`config.mk`:
```
export PLATFORM = sky130hd
export DESIGN_NAME = jt900h_div
export DESIGN_NICKNAME = d
export VERILOG_FILES = /design/src/rtl/jt900h_div.sv
export SDC_FILE = /design/constraint.sdc
export NUM_CORES = 1
export LEC_CHECK = 0
export CAP_MARGIN = 20
export CORE_ASPECT_RATIO = 0.9
export CORE_MARGIN = 8
export CORE_UTILIZATION = 55
export DETAILED_ROUTE_END_ITERATION = 8
export PLACE_DENSITY = 0.76
export SLEW_MARGIN = 30
export SYNTH_ARGS = -nofsm -noshare
export SYNTH_HDL_FRONTEND = slang
export SYNTH_SLANG_ARGS = --single-unit
```
`constraint.sdc`:
```
create_clock -name clk -period 9.1 [get_ports clk]
set_input_delay 1.82 -clock clk [delete_from_list [all_inputs] [get_ports clk]]
set_output_delay 1.82 -clock clk [all_outputs]
set_load 0.005 [all_outputs]
```
`src/rtl/jt900h_div.sv`:
```
// Iterative restoring divider for DIV/DIVS (byte 16/8, word 32/16), unsigned and signed.
// Results go out through dout with a one-cycle width strobe on we; overflow is flagged on v.
module jt900h_div (
  input  logic        clk,
  input  logic        rst_n,
  input  logic        cen,
  input  logic        start,
  input  logic        sgn,
  input  logic [2:0]  w,
  input  logic [31:0] op0,
  input  logic [15:0] op1,
  output logic        busy,
  output logic        done,
  output logic [2:0]  we,
  output logic        v,
  output logic [31:0] dout
);

  typedef enum logic [1:0] {
    IDLE = 2'd0,
    PREP = 2'd1,
    CALC = 2'd2,
    FIX  = 2'd3
  } state_t;

  state_t      state_r, state_nxt_s;
  logic [2:0]  w_r;
  logic        sgn_r;
  logic [31:0] op0_r;
  logic [15:0] op1_r;
  logic [15:0] div_r, rem_r, quo_r;
  logic [3:0]  cnt_r;
  logic        dd_neg_r, dv_neg_r, ovf_r;
  logic        busy_r, done_r, v_r;
  logic [2:0]  we_r;
  logic [31:0] dout_r;

  logic        go_s, byte_s;
  logic        dd_neg_s, dv_neg_s, pre_ovf_s;
  logic [31:0] dd_mag_s;
  logic [15:0] dv_mag_s, hi_s, lo_s;
  logic        msb_s, borrow_s;
  logic [16:0] shl_s;
  logic [17:0] trial_s;
  logic        q_neg_s, rng_ovf_s, fix_ovf_s;
  logic [15:0] quo_mag_s, rem_mag_s, q_out_s, r_out_s, lim_s;
  logic [31:0] res_s;

  assign go_s   = start & (w[1:0] != 2'b00);
  assign byte_s = w_r[0];

  // State register, frozen while cen is low
  always_ff @(posedge clk or negedge rst_n) begin
    if (!rst_n) begin
      state_r <= IDLE;
    end else if (cen) begin
      state_r <= state_nxt_s;
    end
  end

  // Next-state decode
  always_comb begin
    state_nxt_s = state_r;
    case (state_r)
      IDLE: begin
        if (go_s) state_nxt_s = PREP;
        else      state_nxt_s = IDLE;
      end
      PREP: begin
        if (pre_ovf_s) state_nxt_s = FIX;
        else           state_nxt_s = CALC;
      end
      CALC: begin
        if (cnt_r == 4'd0) state_nxt_s = FIX;
        else               state_nxt_s = CALC;
      end
      FIX:     state_nxt_s = IDLE;
      default: state_nxt_s = IDLE;
    endcase
  end

  // Operand magnitudes, signs and the early overflow precheck
  always_comb begin
    dd_neg_s = 1'b0;
    dv_neg_s = 1'b0;
    dd_mag_s = 32'd0;
    dv_mag_s = 16'd0;
    hi_s     = 16'd0;
    lo_s     = 16'd0;
    if (byte_s) begin
      dd_neg_s = sgn_r & op0_r[15];
      dv_neg_s = sgn_r & op1_r[7];
      dd_mag_s = dd_neg_s ? {16'd0, 16'd0 - op0_r[15:0]} : {16'd0, op0_r[15:0]};
      dv_mag_s = dv_neg_s ? {8'd0, 8'd0 - op1_r[7:0]} : {8'd0, op1_r[7:0]};
      hi_s     = {8'd0, dd_mag_s[15:8]};
      lo_s     = {8'd0, dd_mag_s[7:0]};
    end else begin
      dd_neg_s = sgn_r & op0_r[31];
      dv_neg_s = sgn_r & op1_r[15];
      dd_mag_s = dd_neg_s ? 32'd0 - op0_r : op0_r;
      dv_mag_s = dv_neg_s ? 16'd0 - op1_r : op1_r;
      hi_s     = dd_mag_s[31:16];
      lo_s     = dd_mag_s[15:0];
    end
    pre_ovf_s = (dv_mag_s == 16'd0) | (hi_s >= dv_mag_s);
  end

  // One restoring step; rem < div keeps a non-borrowing trial within 16 bits,
  // so bit 16 can only be set together with the borrow bit
  always_comb begin
    msb_s    = byte_s ? quo_r[7] : quo_r[15];
    shl_s    = {rem_r, msb_s};
    trial_s  = {1'b0, shl_s} - {2'b00, div_r};
    borrow_s = trial_s[17] | trial_s[16];
  end

  // Sign fix-up, signed range check and write-back value
  always_comb begin
    quo_mag_s = byte_s ? {8'd0, quo_r[7:0]} : quo_r;
    rem_mag_s = byte_s ? {8'd0, rem_r[7:0]} : rem_r;
    q_neg_s   = dd_neg_r ^ dv_neg_r;
    lim_s     = byte_s ? 16'h0080 : 16'h8000;
    rng_ovf_s = sgn_r & (q_neg_s ? (quo_mag_s > lim_s) : (quo_mag_s >= lim_s));
    fix_ovf_s = ovf_r | rng_ovf_s;
    q_out_s   = q_neg_s  ? 16'd0 - quo_mag_s : quo_mag_s;
    r_out_s   = dd_neg_r ? 16'd0 - rem_mag_s : rem_mag_s;
    if (fix_ovf_s) begin
      res_s = byte_s ? {16'd0, op0_r[15:0]} : op0_r;
    end else if (byte_s) begin
      res_s = {16'd0, r_out_s[7:0], q_out_s[7:0]};
    end else begin
      res_s = {r_out_s, q_out_s};
    end
  end

  // Datapath and registered outputs
  always_ff @(posedge clk or negedge rst_n) begin
    if (!rst_n) begin
      w_r      <= 3'd0;
      sgn_r    <= 1'b0;
      op0_r    <= 32'd0;
      op1_r    <= 16'd0;
      div_r    <= 16'd0;
      rem_r    <= 16'd0;
      quo_r    <= 16'd0;
      cnt_r    <= 4'd0;
      dd_neg_r <= 1'b0;
      dv_neg_r <= 1'b0;
      ovf_r    <= 1'b0;
      busy_r   <= 1'b0;
      done_r   <= 1'b0;
      we_r     <= 3'd0;
      v_r      <= 1'b0;
      dout_r   <= 32'd0;
    end else if (cen) begin
      case (state_r)
        IDLE: begin
          done_r <= 1'b0;
          we_r   <= 3'd0;
          if (go_s) begin
            w_r    <= w;
            sgn_r  <= sgn;
            op0_r  <= op0;
            op1_r  <= op1;
            busy_r <= 1'b1;
          end
        end
        PREP: begin
          dd_neg_r <= dd_neg_s;
          dv_neg_r <= dv_neg_s;
          div_r    <= dv_mag_s;
          rem_r    <= hi_s;
          quo_r    <= lo_s;
          ovf_r    <= pre_ovf_s;
          cnt_r    <= byte_s ? 4'd7 : 4'd15;
        end
        CALC: begin
          cnt_r <= cnt_r - 4'd1;
          quo_r <= {quo_r[14:0], ~borrow_s};
          rem_r <= borrow_s ? shl_s[15:0] : trial_s[15:0];
        end
        FIX: begin
          dout_r <= res_s;
          v_r    <= fix_ovf_s;
          done_r <= 1'b1;
          we_r   <= w_r;
          busy_r <= 1'b0;
        end
        default: begin
          busy_r <= 1'b0;
        end
      endcase
    end
  end

  assign busy = busy_r;
  assign done = done_r;
  assign we   = we_r;
  assign v    = v_r;
  assign dout = dout_r;

endmodule

```
After elaboration in Yosys (flattened, before gate mapping)
Index checks and enable logic that the tools add are counted.

Flip-flop bits (word level): 147. Bits in latches: 0. Bits in writable memories: 0. Memory bits (read-only): 0. Bits of input ports: 56. Output and inout bits: 38. Word-level logic and storage cells: 87. Memories: 0.

Add/subtract/negate cells: 8. Multipliers: 0. Divide/modulo/power cells: 0. $lt $le $gt $ge: 3. Eq/ne operators: 4. Shift-type cells: 0. Mux-type cells: 32. Bitwise logic cells: 11. Reductions and logical operators: 12.

Operators with widths (number): $mux 16 (11); $mux 32 (4); $pmux 16 s2 (2); $sub 1x16->16 const A (4); $ge 16x16->1 (2); $sub 1x32->32 const A (1); $sub 17x16->18 (1); $gt 16x16->1 (1); $logic_not 16->1 (1); $mux 1 (8); $mux 8 (1); $pmux 2 s4 (1); $pmux 4 s2 (1); $reduce_and 2->1 (4); $sub 1x8->8 const A (1); $and 1x1->1 (6); $pmux 3 s2 (1); $reduce_and 3->1 (2); $reduce_bool 2->1 (3); $eq 2x2->1 const B (2); $logic_not 4->1 (1); $mux 4 (1); $pmux 1 s2 (2); $sub 4x1->4 const B (1); 6 further kinds (8).

Depth between registers and ports, before layout
Depth after elaboration: 7. Depth in mapped cells: 16. Gate-level depth less buffers: 16.

Worst setup path before layout
OpenSTA, ideal clock, no wires.

Path kind: reg2reg. From: register op0_r[3]. To: register state_r[0]. Setup time: 130 ps. Arrival time: 3276 ps. Data required time: 8970 ps. Slack: 5694 ps. Cell stages (with the launch flop): 15. Buffers on the path: 0. Clock period less this slack: 3406 ps. Path through: dfrtp_1 > nor4_1 > nand4b_1 > o31ai_1 > xnor2_1 > o21ai_0 > ha_1 > nand2b_1 > a21o_1 > a21o_1 > a21o_1 > a211oi_1 > o21ai_0 > a211oi_1 > a21oi_2.

Cells in the longest elaborated chain, start to end: 7. Elaborated cells between the ends (all ways): 9. Classes of those cells: add/sub: 2; order compare: 1; mux: 5; bitwise: 1.

RTL lines: start, declared (RTL line 29) `logic [31:0] op0_r;`; start signal, assigned (RTL line 163) `op0_r <= op0;`; $sub 1x32->32 or $sub 1x16->16 (tied branches) (RTL line 100, 93); $mux 32 or $mux 16 (tied branches) (RTL line 100, 93); $mux 16 (*) (RTL line 90) `if (byte_s) begin`; $ge 16x16->1 (*) (RTL line 105) `pre_ovf_s = (dv_mag_s == 16'd0) | (hi_s >= dv_mag_s);`; $or 1x1->1 (*) (RTL line 105); $mux 1 (*) (RTL line 70) `if (pre_ovf_s) state_nxt_s = FIX;`; $pmux 2 s4 (*) (RTL line 64) `case (state_r)`; end signal, assigned (RTL line 57) `state_r <= state_nxt_s;`; end, declared (RTL line 26) `state_t state_r, state_nxt_s;`.

Mark *: on every way between the ends. The rest lies on a longest branch, timed or not. A chain may end at the register's enable or synchronous reset.

Worst setup path in the final report
From: register op0_r[5]. To: register ovf_r.

Cells in the longest elaborated chain, start to end: 5. Elaborated cells between the ends (all ways): 7. Classes of those cells: add/sub: 2; order compare: 1; mux: 3; bitwise: 1.

RTL lines: $sub 1x32->32 or $sub 1x16->16 (tied branches) (RTL line 100, 93); $mux 32 or $mux 16 (tied branches) (RTL line 100, 93); $mux 16 (*) (RTL line 90); $ge 16x16->1 (*) (RTL line 105); $or 1x1->1 (*) (RTL line 105); end signal, assigned (RTL line 174) `ovf_r <= pre_ovf_s;`; end, declared (RTL line 33) `logic dd_neg_r, dv_neg_r, ovf_r;`.

Marks and branches as above.

==> metrics.csv <==
metric,value,unit
outcome,finished clean,
CTS tree,built,
Peak Freq,246.7,MHz
H-tree depth,4,
Mapped Area,9579,µm²
first-pass GRT wire length,41370,µm
Initial Util,56.52,%
Synth top area share,38.40,%
Pwr Density,433.7,nW/µm²
antenna violations before repair,0,
Core Box Area,16950,µm²
syn_area_per_cell,9.071,µm²
register area share after synthesis,38.40,%
Worst setup EP type,register,
Worst setup SP type,register,
Final min period,4.053,ns
Post-DRT Antenna Nets,0,
top sig layer,met4,
cell taking the most area after synthesis,dfrtp_1,
Max Cap Viol,0,
Mapped Cells,1056,
met1 WL,11610,µm
CP arrival,4.36,ns
Syn Nets,1157,
Total Routing Usage GR,23.45,%
number of vias per cell,5.984,
"wirelength, routed",25290,µm
met2 WL,11230,µm
die width,155.1,µm
"Primary FF master, synth",dfrtp_1,
largest net degree at the start of global routing,86,
Worst slew margin,45.40,%
Yosys reg bits,147,
WS Path Type,reg2reg,
total gr overflow,0,
clock latency on the worst-skew pair,0.43,ns
Tcrit/Tclk final,44.54,%
Port Buffer Count,93,
via count,8180,
largest cells by area after synthesis,"dfrtp_1, mux2_2, o21ai_0, ha_1, xor2_1",
DRC errors left,0,
Commonest cells post-synth,"dfrtp_1, o21ai_0, nand2_1",
Routed WL per cell,18.50,µm
leakage,4.809,nW
Layout Nets,1220,
RSZ-0062 raised after global routing,false,
Worst Clk Skew,0.004938,ns
Inserted Diodes,0,
DRT iter0 DRCs,945,
layout cells sized above 1,10.34,%
Storage cell area,3679,µm²
maximum fanout along the worst path,6,
Post-synth EDFFs,0,
Num CTS Buffers,17,
gpl congestion,0.8963,
clock tree sinks,147,
post-DP HPWL,18280,µm
worst reg-to-reg path cell count,15,
clk buf depth,2,
total power,0.004903,W
Top Ports,94,
Die Y-Extent,141.2,µm
post-cts sizing count,0,
share of flip-flops with an asynchronous set or reset,100.0,%
TNS Setup,0,ns
fin util,66.70,%
peak supply drop,0.2170,mV
max-slew violation count,0,
clock root buffer,clkbuf_16,
Final Non-Filler Cells,1367,
hold crit path type,reg2reg,
critical path data required time,9.41,ns
footprint of the multi-input gates,5538,µm²
Area Growth Syn to Fin,18.01,%
Slew @ Worst Pin,0.8171,ns
Post-CTS Setup Bufs,0,
setup violators final,0,
most numerous cell in the Yosys netlist,dfrtp_1,
total die area,21900,µm²
Ys Warns,0,
hold buffer count at CTS,0,
hold path cells,2,
dpl cells,1335,
met3 routed WL,1857,µm
row count,45,
Final Hold Viols,0,
vias in the first global route,7790,
unique cell type count in the Yosys netlist,69,
1st-pass router iterations,6,
clk slew on worst S/H paths,0.06,ns
fillers,1355,
## where the power goes
part	internal, W	switching (W)	total [W]
combinational	0.00124	0.00151	0.00275
clock	0.000479	0.000291	0.000770
sequential	0.000957	0.000424	0.00138
## path summary, 6_finish.rpt
path                       startpoint        to  slack [ns]
hold reg to reg              div_r[6]  div_r[6]        0.48
setup reg to reg             op0_r[5]     ovf_r        5.05
hold / removal               div_r[6]  div_r[6]        0.48
max in group asynchronous       rst_n  dd_neg_r        6.37
min in group asynchronous       rst_n  op1_r[6]        1.44
setup / recovery             op0_r[5]     ovf_r        5.05
## sequential cells by signal, indices dropped and copies added, names as in the netlist, 2 cells and up
name and flops:
op0_r 32, cnt_r 4, div_r 16, state_r 2, quo_r 16, we 3, dout 32, rem_r 16
w_r 3, op1_r 16
## cell families (layout without fill, tap and decap cells)
| family | count (synthesis) | in the layout | share of synthesized area (%) |
|---|---|---|---|
| buffers and inverters | 97 | 173 | 4.036 |
| DFF | 147 | 147 | 38.40 |
| and+or+nand+nor | 305 | 305 | 14.67 |
| adders and majority gates | 45 | 45 | 5.956 |
| xor gates and xnor gates | 86 | 86 | 7.941 |
| AOI/OAI and AO/OA | 283 | 283 | 18.44 |
| muxes | 93 | 93 | 10.55 |
## layout make-up
type                    instances  area share (%)
multi-input cells             812           48.99
flip-flops and latches        147           32.54
repair buffers                102           8.843
clock buffers                  19           4.007
well taps                     235           2.601
clock inverters                13           1.727
inverters                      39           1.295
## layout by cell type, fill, tap and decap left out, types with 10 or more instances in the layout
cell type and n:
a21o_1 14, a21oi_1 61, a22oi_1 10, a31oi_1 11, clkbuf_16 17, clkdlybuf4s50_1 92
dfrtp_1 147, ha_1 44, inv_1 39, mux2_2 60, mux2i_1 32, nand2_1 109
nand3_1 11, nor2_1 98, nor3_1 15, nor4_1 11, o21ai_0 111, o31ai_1 17
xnor2_1 37, xor2_1 47
## per-layer routing
layer	vias up	global-route usage [%]
li1	3878	-
met1	3926	32.70
met2	327	35.77
met3	49	4.522
met4	0	7.986
met5	-	0
## metrics by stage
step	cell area, µm²	hold slack [ns]	setup WS [ns]
final	11300	0.4799	5.047
after global routing	11300	0.4952	4.709
after CTS	11290	0.4837	4.826
after detailed placement	10640	0.4696	4.779
after global placement	10640	0.4611	4.825
after floorplan	9579	0.4498	5.694
## worst max-delay path: stages (launching register included)
cell and delay [ns]:
dfrtp_1 0.43, nor4_2 0.61, and4b_1 0.37, nand3_1 0.23
o21a_1 0.26, xnor2_1 0.27, nor2_1 0.08, ha_1 0.31
a21o_1 0.18, a21o_1 0.16, a21oi_1 0.13, nor2_1 0.05
a211oi_1 0.40, nand3_1 0.14, a211oi_1 0.24, nor2_1 0.06
No activity file was read; power rests on OpenSTA's default activity.
==> patch 1: new RTL, same settings <==
Re-encode `state_t` (4 states) as one-hot, 4 bits wide.
--- a/src/rtl/jt900h_div.sv
+++ b/src/rtl/jt900h_div.sv
@@ -18,7 +18,7 @@
 
-  typedef enum logic [1:0] {
-    IDLE = 2'd0,
-    PREP = 2'd1,
-    CALC = 2'd2,
-    FIX  = 2'd3
+  typedef enum logic [3:0] {
+    IDLE = 4'b0001,
+    PREP = 4'b0010,
+    CALC = 4'b0100,
+    FIX  = 4'b1000
   } state_t;
Formal check against the unedited RTL: same outputs for any inputs over 4 cycles, from zero or initial values and one cycle with rst_n low; so few cycles prove little.
==> patch 1 against the unedited design <==
- global-route usage up 1.9 points
- wire length up 11%
- sequential cell count up 2
- synthesized area up 2.8%
- clock skew up 0.0053 ns
- clock power down 11%
- cell area up 1.4%
- setup slack worse by 0.067 ns
- die area up 2.5%
- total power down 3.9%
- largest cell class unchanged
- largest power group unchanged
==> patch 1: results (changes against the unedited design) <==
| Metric | Value |
|---|---|
| Flop-to-flop setup slack | `5.15 ns (was 5.05 ns)` |
| Worst-path maximum fanout | `41 (was 6)` |
| Mux cell area share after synthesis | `6.591% (was 10.55%)` |
| Clk Tree Root Cell | `clkbuf_16 (unchanged)` |
| Rel. slew slack | `33.27% (was 45.40%)` |
| Synth area leaders | `dfrtp_1, mux2_2, xnor2_1 (was dfrtp_1, mux2_2, o21ai_0)` |
| # fillers | `1501 (was 1355)` |
| Synthesized Nets | `1214 (was 1157)` |
| NumNets Final | `1259 (was 1220)` |
| H-tree depth | `4 (unchanged)` |
| Clk buf depth | `2 (unchanged)` |
| Hold Slack | `0.4743 ns (was 0.4799 ns)` |
| DP HPWL | `20490 µm (was 18280 µm)` |
| Fraction of the mapped netlist area in adder cells | `5.029% (was 5.956%)` |
| RR Endpoint | `state_r[2] (was ovf_r)` |
| Pleak | `4.771 nW (was 4.809 nW)` |
| Synth Area in Compound Gates | `20.28% (was 18.44%)` |
| Post-CTS Resized | `0 (unchanged)` |
| Number of buffers created by CTS | `17 (unchanged)` |
| GRT Util Overall | `25.32% (was 23.45%)` |
| Pin count of the biggest net entering global routing | `85 (was 86)` |
| Vias in the first global route | `8161 (was 7790)` |
| DR iter-0 viols | `1013 (was 945)` |
| Pre-CTS WS | `4.545 ns (was 4.779 ns)` |
| DR pass1 iterations | `8 (was 6)` |
| Hold path cells | `2 (unchanged)` |
| FFs w/ async S/R, synth | `100.0% (unchanged)` |
| Worst-Skew Late Latency | `0.43 ns (about the same)` |
| Synth cell count leaders | `dfrtp_1, nand2_1, nor2_1, o21ai_0, clkbuf_1 (was dfrtp_1, o21ai_0, nand2_1, nor2_1, a21oi_1)` |
| Post-Route WL | `27990 µm (was 25290 µm)` |
| DR vias/cell | `6.141 (was 5.984)` |
| Post-Synth XOR/XNOR Area | `8.268% (was 7.941%)` |
| Ys Warns | `0 (unchanged)` |
| Hold path endpoint | `v (was div_r[6])` |
| N_diodes | `0 (unchanged)` |
| Total setup buffers inserted after CTS | `0 (unchanged)` |
| Layout cell share with drive strength beyond 1 | `9.524% (was 10.34%)` |
| Clk slew on worst S/H paths | `0.06 ns (about the same)` |
| HP Class | `reg -> reg (unchanged)` |
| Worst reg-to-reg path cell count | `13 (was 15)` |
| Worst hold start | `v (was div_r[6])` |
| Grt ovf | `0 (unchanged)` |
| IO buf count | `93 (unchanged)` |
| Outcome | `finished, final reports clean (unchanged)` |
| R2r startpoint | `op0_r[2] (was op0_r[5])` |
| Synth cell types | `72 (was 69)` |
| Clock Skew | `0.01023 ns (was 0.004938 ns)` |
| Critical path arrival | `4.43 ns (was 4.36 ns)` |
| GPL Wtd Cong | `0.9195 (was 0.8963)` |
| Maximum vdd drop | `0.2106 mV (was 0.2170 mV)` |
| Antenna violations before repair | `0 (unchanged)` |
| Post-synthesis sequential area ratio | `37.86% (was 38.40%)` |
| First-pass GRT wire length | `44560 µm (was 41370 µm)` |
patch 1: worst max-delay path by stage:
| stage | startpoint | end | slack [ns] |
|---|---|---|---|
| 6_report | cen | op1_r[4] | 4.98 |
| 5_1_grt | cen | op1_r[11] | 4.79 |
| 4_1_cts | cen | op0_r[9] | 4.98 |
| 3_5_place_dp | cen | op0_r[9] | 4.55 |
| 3_3_place_gp | cen | op1_r[2] | 4.65 |
| 2_1_floorplan | cen | rem_r[10] | 5.66 |
patch 1: logic make-up (layout without fill, tap and decap cells):
group | Yosys count | count (layout)
AND/OR/NAND/NOR | 355 | 355
flip-flops | 149 | 149
adder cells (fa/ha/maj) | 39 | 39
AO/OA/AOI/OAI | 302 | 302
buffers and inverters | 122 | 179
multiplexers | 59 | 59
XOR/XNOR | 93 | 93
patch 1: layout make-up:
| type | count | share of cell area [%] |
|---|---|---|
| well taps | 240 | 2.619 |
| repair buffers | 103 | 8.785 |
| multi-input cells | 848 | 49.66 |
| flip-flops and latches | 149 | 32.54 |
| inverters | 45 | 1.473 |
| clock buffers | 18 | 3.743 |
| clock inverters | 13 | 1.179 |
patch 1: worst max-delay path: stages:
cell and delay [ns]:
clkdlybuf4s50_1 0.68, nand2b_1 0.14, nor2_1 0.14, nand3b_1 0.18
nor2_4 0.55, buf_4 0.51, mux2_2 0.39
patch 1: where the power goes:
part	internal, W	switching, W	total (W)
Clock	0.000400	0.000289	0.000689
Sequential	0.000947	0.000456	0.00140
Combinational	0.00116	0.00146	0.00262
Total	0.00251	0.00220	0.00471
patch 1: metrics by stage:
step           instances  cell area [µm²]
4_1_cts             1416            11460
3_5_place_dp        1385            10890
6_report            1416            11460
2_1_floorplan       1119             9852
5_1_grt             1416            11460
3_3_place_gp        1385            10890
patch 1: routing by layer:
layer	wire length [µm]	GRT usage, %	vias up	part of all wire, %
met4	497	7.307	0	1.8
met1	12670	35.88	4180	45
li1	-	-	4114	-
met5	0	0	-	0
met3	2569	5.680	40	9.2
met2	12250	38.05	362	44
==> patch 2: new RTL, config.mk and constraints unchanged <==
Made on the original files. Put one more register stage on the output `v`, with the module's reset. The value now appears one clock later. The other outputs are not delayed to match. Comments in the files are not updated.
--- a/src/rtl/jt900h_div.sv
+++ b/src/rtl/jt900h_div.sv
@@ -198,3 +198,9 @@
   assign we   = we_r;
-  assign v    = v_r;
+  always_ff @(posedge clk or negedge rst_n) begin
+    if (!rst_n) begin
+      v <= '0;
+    end else begin
+      v <= v_r;
+    end
+  end
   assign dout = dout_r;
Formal check against the unedited RTL: not equivalent (Yosys sat finds a counterexample within 4 cycles, from zero or initial values and one cycle with rst_n low).
==> patch 2 against the unedited design <==
- sequential cell count grew 1
- cell area fell by 0.45%
- count of clock-buffer cells in the layout fell by 2
- wire length grew 2.0%
- synthesized cell count is essentially flat
- largest cell class unchanged
- largest power group unchanged
- critical path type unchanged
- setup slack better by 0.18 ns
- synthesized area grew 0.26%
- total power shrank 0.83%
- core utilization decreased by 2.0 points
==> patch 2: results (changes against the unedited design) <==
| Metric | Value |
|---|---|
| Biggest cell delay along the critical path | `0.62 ns` |
| DP HPWL | `18740 µm (was 18280 µm)` |
| Antenna violations before repair | `0 (unchanged)` |
| NumNets Final | `1221 (was 1220)` |
| Outcome | `finished, final reports clean (unchanged)` |
| HP Class | `reg -> reg (unchanged)` |
| Critical path arrival | `4.18 ns (was 4.36 ns)` |
| Layout cell share with drive strength beyond 1 | `10.24% (was 10.34%)` |
| GRT Util Overall | `23.66% (was 23.45%)` |
| Metal1 wirelength | `11650 µm (was 11610 µm)` |
| FFs w/ async S/R, synth | `100.0% (unchanged)` |
| Clock Skew | `0.01395 ns (was 0.004938 ns)` |
| N_diodes | `0 (unchanged)` |
| # fillers | `1467 (was 1355)` |
| DR pass1 iterations | `5 (was 6)` |
| Routed wl met3 | `2168 µm (was 1857 µm)` |
| Total setup buffers inserted after CTS | `0 (unchanged)` |
| Wire length on met2 | `11550 µm (was 11230 µm)` |
| First-pass GRT wire length | `41830 µm (was 41370 µm)` |
| Wire per inst | `18.78 µm (was 18.50 µm)` |
| Number of buffers created by CTS | `17 (unchanged)` |
| Sw Pwr | `0.002278 W (was 0.002230 W)` |
| Synth cell count leaders | `dfrtp_1, o21ai_0, nand2_1, nor2_1, a21oi_1 (unchanged)` |
| Worst slew pin tran | `0.7977 ns (was 0.8171 ns)` |
| Dominant synthesized flop cell | `dfrtp_1 (unchanged)` |
| CP top delay family | `compound AO/OA/AOI/OAI gates (was simple AND/OR/NAND/NOR gates)` |
| Mapped Cells | `1057 (was 1056)` |
| IO buf count | `93 (unchanged)` |
| DR iter-0 viols | `953 (was 945)` |
| Post-synthesis sequential area ratio | `38.56% (was 38.40%)` |
| Pleak | `4.782 nW (was 4.809 nW)` |
| Post-CTS Resized | `0 (unchanged)` |
| Clk Tree Root Cell | `clkbuf_16 (unchanged)` |
| Maximum vdd drop | `0.1869 mV (was 0.2170 mV)` |
| Share of the synthesized area in the top cell type | `38.56% (was 38.40%)` |
| Post-Route WL | `25790 µm (was 25290 µm)` |
| GR met2 Demand/Resource | `36.00% (was 35.77%)` |
| Pin count of the biggest net entering global routing | `84 (was 86)` |
| Met3 Resource Use GR | `6.719% (was 4.522%)` |
| Synth area leaders | `dfrtp_1, mux2_2, o21ai_0 (unchanged)` |
| Worst-path maximum fanout | `6 (unchanged)` |
| Placed cell count | `1341 (was 1335)` |
| Global routing usage on met1 | `32.30% (was 32.70%)` |
| GPL Wtd Cong | `0.9532 (was 0.8963)` |
| DR vias/cell | `5.931 (was 5.984)` |
| Placed Area | `10680 µm² (was 10640 µm²)` |
| Synthesized Nets | `1158 (was 1157)` |
| Vias in the first global route | `7879 (was 7790)` |
-- patch 2: cell count changes after synthesis, sizes merged --
cell	delta
dfrtp	+1
-- patch 2: kinds of logic after synthesis --
| logic type | Yosys count | synth area share (%) |
|---|---|---|
| simple gates | 305 | 14.63 |
| compound gates | 283 | 18.40 |
| flops | 148 | 38.56 |
| buf+inv | 97 | 4.025 |
| mux | 93 | 10.53 |
| xor+xnor | 86 | 7.921 |
| fa+ha+maj | 45 | 5.941 |
-- patch 2: through the flow --
stage / hold slack, ns / setup WS (ns)
after floorplan: 0.3486 / 5.694
after global placement: 0.3567 / 4.992
after detailed placement: 0.3667 / 4.957
after CTS: 0.3817 / 4.971
after global routing: 0.3858 / 4.868
final: 0.3810 / 5.224
-- patch 2: final cells by class --
cell class / instances / area (µm²) / share of cell area [%]
Multi-Input combinational cell: 812 / 5530 / 49.14
Sequential cell: 148 / 3704 / 32.91
Timing Repair Buffer: 102 / 1003 / 8.917
Clock buffer: 17 / 425.4 / 3.780
Tap cell: 240 / 300.3 / 2.668
Inverter: 39 / 146.4 / 1.301
Clock inverter: 15 / 143.9 / 1.279
-- patch 2: power by group through the flow --
stage               Clock [W]  Sequential, W  Combinational, W
floorplan                   0        0.00121           0.00209
global placement            0        0.00138           0.00266
detailed placement          0        0.00139           0.00273
CTS                  0.000694        0.00138           0.00276
global route         0.000722        0.00144           0.00307
finish               0.000684        0.00140           0.00278
-- patch 2: path summary, 6_finish.rpt --
kind	from	cells past startpoint	slack [ns]	to
max	op0_r[5]	14	5.22	state_r[0]
min	v_r	0	0.38	v
max reg2reg	op0_r[5]	14	5.22	state_r[0]
min reg2reg	v_r	0	0.38	v
max in group asynchronous	rst_n	2	6.53	rem_r[11]
min in group asynchronous	rst_n	1	1.38	op0_r[29]
